==> src/rtl/psum_ofifo.sv <==
// Per-column psum output FIFO: independent lanes, whole-row first-word-fall-through pop.
// Optional sticky overflow flag and drop report under `define PSUM_OFIFO_OVF_EN.
module psum_ofifo #(
  parameter int col     = 8,
  parameter int bw_psum = 19,
  parameter int depth   = 16,
  parameter int adepth  = 4
) (
  input  logic                   clk,
  input  logic                   reset,
  input  logic [col*bw_psum-1:0] in,
  input  logic [col-1:0]         wr,
  input  logic                   rd,
  output logic [col*bw_psum-1:0] out,
  output logic                   o_valid,
  output logic                   o_ready,
  output logic                   o_full,
  output logic                   o_ovf
);

  localparam logic [adepth:0] PTR_ONE = (adepth+1)'(1);

  logic [bw_psum-1:0] mem    [col][depth];
  logic [adepth:0]    wr_ptr [col];
  logic [adepth:0]    rd_ptr [col];
  logic [col-1:0]     empty;
  logic [col-1:0]     full;
  logic [col-1:0]     wr_en;
  logic               pop;

  always_comb begin
    empty = '0;
    full  = '0;
    out   = '0;
    for (int unsigned i = 0; i < col; i++) begin
      empty[i] = (wr_ptr[i] == rd_ptr[i]);
      full[i]  = (wr_ptr[i][adepth] != rd_ptr[i][adepth]) &&
                 (wr_ptr[i][adepth-1:0] == rd_ptr[i][adepth-1:0]);
      if (!empty[i])
        out[i*bw_psum +: bw_psum] = mem[i][rd_ptr[i][adepth-1:0]];
    end
  end

  assign o_valid = ~|empty;
  assign o_ready = ~|full;
  assign o_full  = |full;
  assign pop     = rd & o_valid;

  // A pop frees a slot on the same edge, so a full lane may still accept a write.
  always_comb begin
    wr_en = '0;
    for (int unsigned i = 0; i < col; i++)
      wr_en[i] = wr[i] & (~full[i] | pop);
  end

  always_ff @(posedge clk) begin
    for (int unsigned i = 0; i < col; i++)
      if (wr_en[i])
        mem[i][wr_ptr[i][adepth-1:0]] <= in[i*bw_psum +: bw_psum];
  end

  always_ff @(posedge clk or posedge reset) begin
    if (reset) begin
      for (int unsigned i = 0; i < col; i++) begin
        wr_ptr[i] <= '0;
        rd_ptr[i] <= '0;
      end
    end else begin
      for (int unsigned i = 0; i < col; i++) begin
        if (wr_en[i]) wr_ptr[i] <= wr_ptr[i] + PTR_ONE;
        if (pop)      rd_ptr[i] <= rd_ptr[i] + PTR_ONE;
      end
    end
  end

`ifdef PSUM_OFIFO_OVF_EN
  logic [col-1:0] drop;
  logic           ovf_q;

  assign drop = wr & full & {col{~pop}};

  always_ff @(posedge clk or posedge reset) begin
    if (reset)      ovf_q <= 1'b0;
    else if (|drop) ovf_q <= 1'b1;
  end

  assign o_ovf = ovf_q;

`ifndef SYNTHESIS
  always_ff @(posedge clk) begin
    if (!reset)
      for (int unsigned i = 0; i < col; i++)
        if (drop[i]) $display("psum_ofifo: write dropped on full lane %0d", i);
  end
`endif
`else
  assign o_ovf = 1'b0;
`endif

endmodule

==> config.mk <==
export PLATFORM = sky130hd
export DESIGN_NAME = psum_ofifo
export DESIGN_NICKNAME = d
export VERILOG_FILES = /design/src/rtl/psum_ofifo.sv
export SDC_FILE = /design/constraint.sdc
export NUM_CORES = 2
export LEC_CHECK = 0
export CAP_MARGIN = 25
export CORE_MARGIN = 4
export CORE_UTILIZATION = 50
export CTS_CLUSTER_DIAMETER = 150
export CTS_CLUSTER_SIZE = 30
export DETAILED_ROUTE_END_ITERATION = 8
export PLACE_DENSITY = 0.73
export SKIP_LAST_GASP = 1
export SLEW_MARGIN = 20
export SYNTH_ARGS = -nofsm -noshare
export SYNTH_HDL_FRONTEND = slang
export SYNTH_SLANG_ARGS = --single-unit
==> constraint.sdc <==
create_clock -name clk -period 5.5 [get_ports clk]
set_input_delay 0.825 -clock clk [delete_from_list [all_inputs] [get_ports clk]]
set_output_delay 0.825 -clock clk [all_outputs]
set_load 0.05 [all_outputs]
* Word-level counts from Yosys, hierarchy flattened
Memories as Yosys holds them, arrays and structs flattened.
Index checks and enable logic that the tools add are counted.
** Storage, ports and cells
- Output and inout port bits :: 156
- RAM bits :: 2432
- Memories kept :: 1
- Word-level logic and storage cells :: 206
- Bits in registers :: 80
- Input port bits :: 163
** Memories
- mem :: depth 8, bits a word 304, read ports 8, clocked after memory_dff 0, write ports 8, RTL line 23 : logic [bw_psum-1:0] mem [col][depth];
** Cells by class
- Equality and inequality tests :: 24
- Mux-type cells :: 64
- Reduce and logical (&&, ||, !) cells :: 20
- $lt $le $gt $ge :: 24
- $add $sub $neg :: 16
- Bitwise operators :: 41
** Operator list (count)
- $mux 304 :: 8
- $bmux 19 s4 :: 8
- $demux 19 s4 :: 8
- $mux 19 :: 32
- $add 5x1->5 const B :: 16
- $ge 5x5->1 const B :: 16
- $not 4->5 :: 16
- $eq 5x5->1 :: 8
- $lt 5x1->1 const B :: 8
- $eq 4x4->1 :: 8
- $logic_and 1x1->1 :: 16
- $reduce_or 8->1 :: 2
- $and 1x1->1 :: 9
- $mux 1 :: 8
- $ne 1x1->1 :: 8
- $not 1->1 :: 8
- $or 1x1->1 :: 8
- $logic_not 1->1 :: 2

* Depth between registers and ports, before layout
- Depth after elaboration :: 8
- Gate-level depth with buffers :: 11
- Depth with buffers taken out :: 7

* Least setup slack after synthesis
OpenSTA, ideal clock, no wires.
- Kind :: reg2reg
- From :: reg rd_ptr[36] (netlist name)
- To :: mem mem[0][1007] (netlist name), enable pin
- Buffers on the path :: 3
- Library setup time :: 451 ps
- Slack :: 1101 ps
- Stages on the path, launching flop included :: 11
- Arrival time :: 3948 ps
- Period minus slack after synthesis :: 4399 ps
- Required time :: 5049 ps
- Cell sequence :: dfrtp_1 > buf_2 > xnor2_1 > nand4_1 > o22ai_1 > or4_1 > buf_2 > clkinv_4 > a21boi_2 > buf_2 > nor4b_1
** RTL lines
- from (decl) :: RTL line 25 : logic [adepth:0] rd_ptr [col];
- from (signal, indexed assignment) :: RTL line 71 : if (pop) rd_ptr[i] <= rd_ptr[i] + PTR_ONE;
- to (decl) :: RTL line 23

* Final worst setup path
- From :: reg rd_ptr[11] (netlist name)
- To :: out out[104]
** Between the ends
- Word-level cells in the longest chain between the ends :: 5
- Elaborated cells between the ends (all ways) :: 6
- Classes of those cells :: eq/ne: 1; mux: 4; bitwise: 1
** RTL lines
- $not 4->5 (not written as such) :: RTL line 40 : out[i*bw_psum +: bw_psum] = mem[i][rd_ptr[i][adepth-1:0]];
- $bmux 19 s4 :: RTL line 40
- $mux 19 (not written as such) (2 in a row) :: RTL line 40
- $mux 19 * :: RTL line 39 : if (!empty[i])
- to (decl) :: RTL line 14 : output logic [col*bw_psum-1:0] out,
Every way passes the cells marked *; elsewhere a longest branch is shown, timed or not. The select of a mux whose other input is x is not followed.

==> results.sh <==
export IMPL_status="completed"
export IMPL_synth_edff_count=2432
export IMPL_synth_top_area_share=0.739
export IMPL_crit_fanout=50
export IMPL_routed_via_density=6.16
export IMPL_track_usage=0.208
export IMPL_place_congestion=0.741
export IMPL_async_reset_ff_frac=0.0318
export IMPL_vias=45500
export IMPL_cts_hold_buf=0
export IMPL_yosys_mux_area_fraction=0.174
export IMPL_antenna_left=0
export IMPL_synth_fa_ha_area_frac=0.00506
export IMPL_numCtsBuffers=94
export IMPL_syn_area_sq_mm=0.0989
export IMPL_clockRootBuffer="clkbuf_16"
export IMPL_synth_top_cell_by_area="edfxtp_1"
export IMPL_grt_busiest_layer="met2"
export IMPL_cts_sinks=2512
export IMPL_syn_area_per_cell_sq_um=22.6
export IMPL_ys_types=47
export IMPL_clock_fmax_mhz=197
export IMPL_yosysWarnings=0
export IMPL_rows=162
export IMPL_min_to="rd_ptr[4]"
export IMPL_dr_first_iter_drc_count=4831
export IMPL_cellLeakagePower_uw=0.0334
export IMPL_rr_endpoint="mem[1][106]"
export IMPL_r2r_slack_ns=1.09
export IMPL_critPathKind="reg2out"
export IMPL_final_area_sq_mm=0.109
export IMPL_io_buffers=317
export IMPL_crit_path_top_delay_cell="dfrtp_4"
export IMPL_ys_seq_area_frac=0.759
export IMPL_slowest_delay_ns=0.94
export IMPL_cts_resized=0
export IMPL_setup_viol=0
export IMPL_endpoint_kind="output pin"
export IMPL_wl_per_cell_microns=28.7
export IMPL_met2_usage=0.349
export IMPL_finalCritPeriodShare=0.922
export IMPL_synthFlopType="edfxtp_1"
export IMPL_post_layout_nonfiller_instances=7383
export IMPL_dpl_hpwl_mm=119
export IMPL_switchingPower_uw=21500
export IMPL_grt_setup_unrepaired="no"
export IMPL_drive_gt1_frac=0.263
export IMPL_ys_top_cells_by_count="edfxtp_1 (2432), mux4_2 (760), clkbuf_1 (168)"
export IMPL_synthSimpleGateAreaFrac=0.0353
export IMPL_p_per_area_mw_per_mm2=534
export IMPL_skew_ns=0.0407
export IMPL_p_int_uw=37000
export IMPL_power_frac_seq=0.424
export IMPL_tritoncts="yes"
export IMPL_final_util=0.559
export IMPL_core_sq_mm=0.196
export IMPL_fill_cells=14200
export IMPL_synth_seq_cells=2512
export IMPL_timing_final_hold_violations=0
export IMPL_crit_path_frequent_cell="mux4_2"
export IMPL_grt_pass1_wl_mm=316
export IMPL_slew_viol_final=0
export IMPL_worstHoldStart="rd_ptr[4]"
export IMPL_yosysMostFrequentCell="edfxtp_1"
export IMPL_synthTopCellsByArea="edfxtp_1 (74%), mux4_2 (17%), dfrtp_1 (2.0%)"
export IMPL_holdPathStages=1
export IMPL_drv_cap=0
export IMPL_r2r_cells=8
export IMPL_start_util=0.505
export IMPL_cts_path_max_buffers=3
export IMPL_place_inst=7230
export IMPL_fin_crit_ns=5.07
export IMPL_path_clk_slew_ns=0.12
export IMPL_grt_pass1_vias=46400
export IMPL_met1_usage=0.292
export IMPL_max_slew_margin=0.317
export IMPL_ir_worst_vdd_v=0.000616
export IMPL_grt_max_degree=80
export IMPL_path_delay_family="buffers and inverters"
export IMPL_grt_remaining_overflow=0
export IMPL_area_delta_synth_final_pct=10.7
export IMPL_worstReg2RegStart="wr_ptr[32]"
export IMPL_die_area_sq_mm=0.205
export IMPL_dr_pass1_iters=5
export IMPL_final_nets=4911
export IMPL_worstMarginPinSlew_ns=1.02
export IMPL_htree_levels=3
export IMPL_p_sw_frac=0.367
export IMPL_p_comb_frac=0.428
export IMPL_power_uw=58400
export IMPL_arrival_ns=4.25
export IMPL_use_met3=0.0271
export IMPL_synth_compound_area_share=0.00704
export IMPL_start_kind="flop"
export IMPL_cp_num_buf_inv=2
export IMPL_ios=319
export IMPL_path_cells="buf_4 -> mux4_2 -> mux4_2 -> nor2b_1 -> clkdlybuf4s50_1"
export IMPL_fin_tns_setup_ns=0
export IMPL_postCtsSetupRepairBufs=0
export IMPL_syn_inst=4368
export IMPL_p_clk_frac=0.148
export IMPL_drcViolationCount=0
export IMPL_antenna_found_initial=26
export IMPL_synth_top_family_by_area="multiplexers"
export IMPL_syn_nets=4571
export IMPL_synth_xor_area_share=0.00638
export IMPL_clkLatencyLatePin_ns=0.79
export IMPL_routed_wl_mm=212
export IMPL_die_h_microns=453
export IMPL_critPathRequiredTime_ns=4.68
export IMPL_placed_cell_area_sq_mm=0.107
export IMPL_die_x_microns=453
export IMPL_hp_class="reg2reg"
[metrics by stage]
stage               setup slack, ns  hold slack [ns]
floorplan                      1.10            0.460
global placement              0.986            0.474
detailed placement            0.857            0.475
CTS                           0.284            0.495
global route                  0.263            0.508
finish                        0.427            0.492
[cell usage in the layout (no fill, tap or decap), drive strengths merged, types with 41 or more instances in the layout]
cell type	n
nor2	49
edfxtp	2432
nand4	41
dfrtp	80
clkdlybuf4s50	313
buf	213
nor4b	64
nand3	69
clkbuf	133
nor3	47
nand2	73
nor2b	159
mux4	760
[layout make-up]
type,count,area (sq um),area share
Clock buffer,133,2560,0.0234
Multi-Input combinational cell,1553,23300,0.213
Clock inverter,3,47.5,0.000435
Tap cell,2624,3280,0.0300
Antenna cell,11,27.5,0.000252
Inverter,21,86.3,0.000789
Timing Repair Buffer,526,4950,0.0453
Sequential cell,2512,75100,0.686
[power by group through the flow]
stage / registers [uW] / logic, uW / clock network [uW]
after floorplan: 24100 / 18100 / 0
after global placement: 25100 / 25200 / 0
after detailed placement: 25200 / 25400 / 0
after CTS: 24800 / 25400 / 8920
after global routing: 25000 / 26500 / 9630
final: 24800 / 25000 / 8650
[how the worst max path moves through the flow]
stage | from | end | slack [ns] | cells past startpoint
after floorplan | rd_ptr[36] | mem[0][1007] | 1.10 | 10
after global placement | wr_ptr[32] | mem[0][15] | 0.99 | 8
after detailed placement | wr_ptr[32] | mem[0][13] | 0.86 | 8
after CTS | rd_ptr[11] | out[104] | 0.28 | 5
after global routing | rd_ptr[11] | out[104] | 0.26 | 5
final | rd_ptr[11] | out[104] | 0.43 | 5
[routing by layer]
metal / vias to the layer above / part of all wire / routed length (microns)
met5: - / 0.00058 / 123
met4: 16 / 0.023 / 4940
met3: 223 / 0.060 / 12700
met2: 1569 / 0.52 / 109000
met1: 24600 / 0.40 / 85000
li1: 19100 / - / -
[worst reg2reg max path: cells and delay by family (launching register included)]
kind,cells,cell delay [ns]
compound gates,2,1.36
xor+xnor,1,0.21
buf+inv,2,0.80
flops,1,0.83
simple gates,3,0.87
[logic make-up after synthesis]
| logic type | after synthesis |
|---|---|
| other | 1 |
| AO/OA/AOI/OAI | 84 |
| buffers and inverters | 303 |
| flip-flops | 2512 |
| multiplexers | 768 |
| XOR/XNOR | 72 |
| adder cells (fa/ha/maj) | 40 |
| AND/OR/NAND/NOR | 588 |
[registers in the layout, summed over array words and instances, names as in the netlist]
register,cells
mem,2432
rd_ptr,40
wr_ptr,40
No activity file was read; power rests on OpenSTA's default activity.
